### config.mk
export PLATFORM = sky130hd
export DESIGN_NAME = uart_tx_serializer
export DESIGN_NICKNAME = d
export VERILOG_FILES = /design/src/rtl/uart_pkg.sv /design/src/rtl/uart_baud_tick.sv /design/src/rtl/uart_tx_serializer.sv
export SDC_FILE = /design/constraint.sdc
export NUM_CORES = 1
export LEC_CHECK = 0
export CORE_MARGIN = 2
export CORE_UTILIZATION = 56
export CTS_CLUSTER_SIZE = 8
export DETAILED_ROUTE_END_ITERATION = 16
export HOLD_SLACK_MARGIN = 0.08
export PLACE_DENSITY = 0.8
export REMOVE_ABC_BUFFERS = 1
export SYNTH_ARGS = -nofsm -noshare
export SYNTH_HDL_FRONTEND = slang
export SYNTH_HIERARCHICAL = 1
export SYNTH_SLANG_ARGS = --single-unit
### constraint.sdc
create_clock -name clk -period 2.96 [get_ports clk]
set_input_delay 0.592 -clock clk [delete_from_list [all_inputs] [get_ports clk]]
set_output_delay 0.592 -clock clk [all_outputs]
set_load 0.05 [all_outputs]
### src/rtl/uart_pkg.sv
// ----------------------------------------------------------------------------
// uart_pkg
//   Definitions shared by the UART transmitter and receiver.
//   - uart_state_e : frame FSM states (IDLE, START, DATA, PARITY, STOP)
//   - PAR_*        : parity mode codes for the PARITY parameter
//   - parity_bit() : parity bit for the low nbits of a data byte
// ----------------------------------------------------------------------------
package uart_pkg;

    typedef enum logic [2:0] {
        S_IDLE   = 3'd0,
        S_START  = 3'd1,
        S_DATA   = 3'd2,
        S_PARITY = 3'd3,
        S_STOP   = 3'd4
    } uart_state_e;

    localparam int unsigned PAR_NONE = 0;
    localparam int unsigned PAR_ODD  = 1;
    localparam int unsigned PAR_EVEN = 2;

    // Odd mode: bit that makes the total count of ones odd.
    // Even mode: bit that makes the total count of ones even.
    function automatic logic parity_bit(input logic [7:0]  data,
                                        input int unsigned nbits,
                                        input int unsigned mode);
        logic x;
        x = 1'b0;
        for (int unsigned i = 0; i < 8; i++) begin
            if (i < nbits) begin
                x = x ^ data[i];
            end
        end
        return (mode == PAR_ODD) ? ~x : x;
    endfunction

endpackage

### src/rtl/uart_baud_tick.sv
// ----------------------------------------------------------------------------
// uart_baud_tick
//   Bit-period timer. Counts 0..DIVISOR-1 and wraps.
//   Ports:
//     clk         in  system clock
//     resetn      in  asynchronous, active-high reset
//     i_clear     in  hold the counter at 0 (so a bit period starts aligned)
//     o_tick      out high on the last cycle of each bit period
//     o_pre_tick  out high on the cycle before o_tick (lets the owner register
//                     a pulse that lands exactly on the tick cycle)
// ----------------------------------------------------------------------------
module uart_baud_tick #(
    parameter int unsigned DIVISOR = 54
) (
    input  logic clk,
    input  logic resetn,
    input  logic i_clear,
    output logic o_tick,
    output logic o_pre_tick
);

    localparam int unsigned CntW = (DIVISOR > 1) ? $clog2(DIVISOR) : 1;
    localparam logic [CntW-1:0] CntLast = CntW'(DIVISOR - 1);
    localparam logic [CntW-1:0] CntPre  = CntW'(DIVISOR - 2);

    logic [CntW-1:0] r_cnt;

    always_ff @(posedge clk or posedge resetn) begin
        if (resetn) begin
            r_cnt <= '0;
        end else if (i_clear || (r_cnt == CntLast)) begin
            r_cnt <= '0;
        end else begin
            r_cnt <= r_cnt + 1'b1;
        end
    end

    assign o_tick     = !i_clear && (r_cnt == CntLast);
    assign o_pre_tick = !i_clear && (r_cnt == CntPre);

endmodule

### src/rtl/uart_tx_serializer.sv
// ----------------------------------------------------------------------------
// uart_tx_serializer
//   Serial UART transmitter: start bit, DATA_BITS data bits LSB first,
//   optional parity, STOP_BITS stop bits. All outputs are registered.
//   Parameters: DIVISOR (clk per bit, >=2), DATA_BITS (5..8),
//               PARITY (PAR_NONE/PAR_ODD/PAR_EVEN), STOP_BITS (1 or 2)
//   Ports:
//     clk          in  system clock, rising edge
//     resetn       in  asynchronous, active-high reset
//     i_tx_data    in  byte to send, sampled on the accept edge only
//     i_tx_enable  in  request, accepted on an edge where o_tx_ready is high
//     o_tx_ready   out idle, able to accept a byte
//     o_tx_done    out one-cycle pulse on the last cycle of the final stop bit
//     o_tx         out serial line, idle high
// ----------------------------------------------------------------------------
module uart_tx_serializer
    import uart_pkg::*;
#(
    parameter int unsigned DIVISOR   = 54,
    parameter int unsigned DATA_BITS = 8,
    parameter int unsigned PARITY    = 0,
    parameter int unsigned STOP_BITS = 1
) (
    input  logic       clk,
    input  logic       resetn,
    input  logic [7:0] i_tx_data,
    input  logic       i_tx_enable,
    output logic       o_tx_ready,
    output logic       o_tx_done,
    output logic       o_tx
);

    localparam logic [2:0] LastData = 3'(DATA_BITS - 1);
    localparam logic [2:0] LastStop = 3'(STOP_BITS - 1);

    uart_state_e r_state;
    logic [7:0]  r_shift;
    logic [2:0]  r_bit_cnt;
    logic        r_parity;
    logic        r_tx_ready;
    logic        r_tx_done;
    logic        r_tx;

    logic w_clear;
    logic w_tick;
    logic w_pre_tick;
    logic w_par_in;

    // Timer is held at zero while idle, so the start bit is a full period
    // measured from the accept edge.
    assign w_clear  = (r_state == S_IDLE);
    assign w_par_in = parity_bit(i_tx_data, DATA_BITS, PARITY);

    uart_baud_tick #(
        .DIVISOR (DIVISOR)
    ) u_baud_tick (
        .clk        (clk),
        .resetn     (resetn),
        .i_clear    (w_clear),
        .o_tick     (w_tick),
        .o_pre_tick (w_pre_tick)
    );

    always_ff @(posedge clk or posedge resetn) begin
        if (resetn) begin
            r_state    <= S_IDLE;
            r_shift    <= '0;
            r_bit_cnt  <= '0;
            r_parity   <= 1'b0;
            r_tx_ready <= 1'b1;
            r_tx_done  <= 1'b0;
            r_tx       <= 1'b1;
        end else begin
            r_tx_done <= 1'b0;
            unique case (r_state)
                S_IDLE: begin
                    if (i_tx_enable) begin
                        r_shift    <= i_tx_data;
                        r_parity   <= w_par_in;
                        r_bit_cnt  <= '0;
                        r_tx_ready <= 1'b0;
                        r_tx       <= 1'b0;
                        r_state    <= S_START;
                    end
                end
                S_START: begin
                    if (w_tick) begin
                        r_tx      <= r_shift[0];
                        r_bit_cnt <= '0;
                        r_state   <= S_DATA;
                    end
                end
                S_DATA: begin
                    if (w_tick) begin
                        if (r_bit_cnt == LastData) begin
                            r_bit_cnt <= '0;
                            if (PARITY != PAR_NONE) begin
                                r_tx    <= r_parity;
                                r_state <= S_PARITY;
                            end else begin
                                r_tx    <= 1'b1;
                                r_state <= S_STOP;
                            end
                        end else begin
                            // Next bit is shift[1]; present it as the shift lands.
                            r_tx      <= r_shift[1];
                            r_shift   <= r_shift >> 1;
                            r_bit_cnt <= r_bit_cnt + 3'd1;
                        end
                    end
                end
                S_PARITY: begin
                    if (w_tick) begin
                        r_tx      <= 1'b1;
                        r_bit_cnt <= '0;
                        r_state   <= S_STOP;
                    end
                end
                S_STOP: begin
                    if (w_pre_tick && (r_bit_cnt == LastStop)) begin
                        r_tx_done <= 1'b1;
                    end
                    if (w_tick) begin
                        if (r_bit_cnt == LastStop) begin
                            // A request still pending at frame end is taken on this
                            // edge, so the next start bit abuts the stop bit with no
                            // idle cycle; tx_ready then stays low across the seam.
                            if (i_tx_enable) begin
                                r_shift    <= i_tx_data;
                                r_parity   <= w_par_in;
                                r_bit_cnt  <= '0;
                                r_tx       <= 1'b0;
                                r_state    <= S_START;
                            end else begin
                                r_bit_cnt  <= '0;
                                r_tx_ready <= 1'b1;
                                r_state    <= S_IDLE;
                            end
                        end else begin
                            r_bit_cnt <= r_bit_cnt + 3'd1;
                        end
                    end
                end
                default: begin
                    r_tx       <= 1'b1;
                    r_tx_ready <= 1'b1;
                    r_bit_cnt  <= '0;
                    r_state    <= S_IDLE;
                end
            endcase
        end
    end

    assign o_tx_ready = r_tx_ready;
    assign o_tx_done  = r_tx_done;
    assign o_tx       = r_tx;

endmodule

==> run summary <==
hold crit path type - in2async
fraction of final layout cells with drive strength greater than 1 - 22.9%
cell types with the largest area share after synthesis - sky130_fd_sc_hd__dfrtp_1, sky130_fd_sc_hd__mux2_4, sky130_fd_sc_hd__ha_1
library cells used by synthesis - 43
average cell area after synthesis - 11.1 um^2
Hold-fix buffers, CTS - 0
Total Nets Final - 159
maximum number of pins on one net before global-route repair - 18
share of Yosys cell area claimed by the top area cell type - 37.7%
die height - 53.9 um
most repeated cell in the gate-level netlist after synthesis - sky130_fd_sc_hd__dfrtp_1
Setup Skew - 3.62 ps
# setup viols final - 0
Gate Count Post-Synth - 125
Worst R2R End - r_bit_cnt[0]
required arrival time at the worst endpoint - 3200 ps
Worst Setup End Kind - flip-flop
sequential element share of the synthesized area - 41.5%
Max clock buf depth - 2
Vias per Instance - 5.52
# DRC - 0
clock latency reported for the late side of the worst-skew pair - 310 ps
CTS root buf - sky130_fd_sc_hd__clkbuf_4
reg-to-reg slack, setup - 650 ps
total stage count of the critical path - 6
PostCTS Resize Cnt - 0
LEAKAGE - 0.697 nW
worst supply voltage drop on vdd - 450 uV
launching element type of the critical path - flip-flop
floorplan core area - 2410 um^2
CTS tree - built
Detail Route Antenna Nets - 0
number of inserted diodes - 0
register bit total from synthesis - 23
endpoints failing hold - 0
Layout fillers - 188
total grt overflow - 0
highest clock frequency the design can meet - 432 MHz
Setup Slack @ Placement - 708 ps
final worst hold slack - 497 ps
I/O Pins - 14
DRC marker count from the first detailed-route iteration - 10
number of buffers inserted during clock tree synthesis - 3
Die Outline Area - 2900 um^2
sinks on the clock net - 23
normalized max-slew margin - 55.8%
antenna violations before repair - 0
via count of the first global-routing pass - 892
first-pass GRT wire length - 4040 um
most used cell along the critical path - sky130_fd_sc_hd__nor3_1
Initial Util - 57.8%
fraction of the cycle the final worst path needs - 78.1%
die width - 53.9 um
Worst path slowest cell - sky130_fd_sc_hd__dfrtp_1
std cell rows - 18
clk slew on worst S/H paths - 130 ps
transition time at the pin with the least slew margin - 662 ps
RR Startpoint - r_state[0]
peak fanout along the critical path - 15
sum of net half-perimeters after detailed placement - 1830 um
cell count after placement - 166
Post-Route Setup TNS - 0 ps
synthesized cell area - 1390 um^2
pwr/cell area - 548 nW/um^2
Max Cap Violations - 0
Port Buf Inserts - 13
overall via count from detail_route - 938
wire length reported by the detailed router - 2410 um
global-route usage over all layers - 19.5%
delay-heaviest family, CP - simple AND/OR/NAND/NOR gates
length in cells of the worst reg-to-reg path - 6
Async S/R FF share, synth - 100%
post-CTS setup-driven buffer insertion count - 0
Tmin final - 2310 ps
depth of the CTS H-tree - 1
top cell type by total area after synthesis - sky130_fd_sc_hd__dfrtp_1
Bufs and invs on worst path - 0
setup repair after global routing missed its margin - false
final critical-path setup slack - 647 ps
Arrival @ worst endpoint - 2560 ps
Final GP Congestion - 0.833
result of the run - finished, final reports clean
max incr delay on CP - 650 ps
First-pass DRT Iterations - 4
list of most frequent post-synthesis cells - sky130_fd_sc_hd__dfrtp_1, sky130_fd_sc_hd__inv_1, sky130_fd_sc_hd__mux2_4, sky130_fd_sc_hd__nor2_1
Post-synth EDFFs - 0
ordered list of cells on the worst path - nor3_1, nor3_1, mux2i_1, mux2i_2, nor4b_2, o21bai_1
Non-Filler Instances - 170
detail-routed net length per standard cell - 14.2 um
main flop type after synthesis - sky130_fd_sc_hd__dfrtp_1
yosys synthesis warning count - 6
count of pins over their slew limit - 0
critical setup path kind - reg2reg
relative area change from synthesis to final layout - 12.8%
-- worst register-to-register path, stage by stage (launching register included) --
cell                       delay (ps)
sky130_fd_sc_hd__dfrtp_1          650
sky130_fd_sc_hd__nor3_1           180
sky130_fd_sc_hd__nor3_1           530
sky130_fd_sc_hd__mux2i_1          190
sky130_fd_sc_hd__mux2i_2          320
sky130_fd_sc_hd__nor4b_2          240
sky130_fd_sc_hd__o21bai_1         130
-- cell usage in the layout (no fill, tap or decap), drive strengths merged, types with 2 or more instances in the layout --
master         instances
o21bai                 2
nand2                  6
mux2i                  3
a21oi                  3
o21ai                  6
nor3                   4
clkdlybuf4s50         13
xnor2                  2
dfrtp                 21
dfstp                  2
xor2                   2
clkbuf                 4
a2bb2oi                2
nor2b                  4
mux2                  16
or3                    3
inv                   11
nand3                  3
nor2                  10
ha                     7
nand2b                 2
-- how the worst max path moves through the flow --
stage,startpoint,end
finish,r_state[0],r_bit_cnt[0]
global route,r_state[0],o_tx
CTS,o_tx_ready,o_tx_ready
detailed placement,r_state[0],r_shift[6]
global placement,r_state[0],r_shift[7]
floorplan,r_state[0],r_shift[0]
-- metrics by stage --
| step | util, % | total power [W] | area [um^2] |
|---|---|---|---|
| final | 65.2 | 0.000861 | 1570 |
| after global routing | 65.2 | 0.000922 | 1570 |
| after CTS | 65.2 | 0.000868 | 1570 |
| after detailed placement | 64.1 | 0.000722 | 1550 |
| after global placement | 64.1 | 0.000707 | 1550 |
| after floorplan | - | 0.000647 | 1370 |
-- per-layer routing --
layer | vias up | global-route usage [%] | share of wire, %
li1 | 464 | - | -
met1 | 465 | 26.3 | 46
met2 | 7 | 31.7 | 51
met3 | 2 | 2.50 | 1.6
met4 | 0 | 7.69 | 0.62
met5 | - | 0 | 0
-- cell type report --
cell class	instances	area (um^2)	share of cell area, %
repair buffers	14	138	8.76
inverters	11	41.3	2.63
well taps	30	37.5	2.39
clock buffers	4	26.3	1.67
multi-input cells	88	751	47.8
flip-flops and latches	23	578	36.8
-- state kept, by name, summed over array words and instances (netlist names) --
name,cells
o_tx_ready,1
o_tx,1
r_shift,8
u_baud_tick/r_cnt,6
r_bit_cnt,3
r_state,3
o_tx_done,1
-- kinds of logic (layout without fill, tap and decap cells) --
| group | Yosys count | in the layout | synth area share [%] |
|---|---|---|---|
| simple gates | 37 | 37 | 16.7 |
| flops | 23 | 23 | 41.5 |
| compound gates | 21 | 21 | 10.9 |
| mux | 19 | 19 | 17.5 |
| buf+inv | 14 | 29 | 4.58 |
| fa+ha+maj | 7 | 7 | 6.29 |
| xor+xnor | 4 | 4 | 2.52 |
-- where the power goes --
group	leakage, nW	switching [W]	internal [W]
Clock	0.0150	0.0000944	0.0000526
Combinational	0.397	0.000121	0.000132
Sequential	0.285	0.0000659	0.000395
Power figures use the tool's default switching activity.
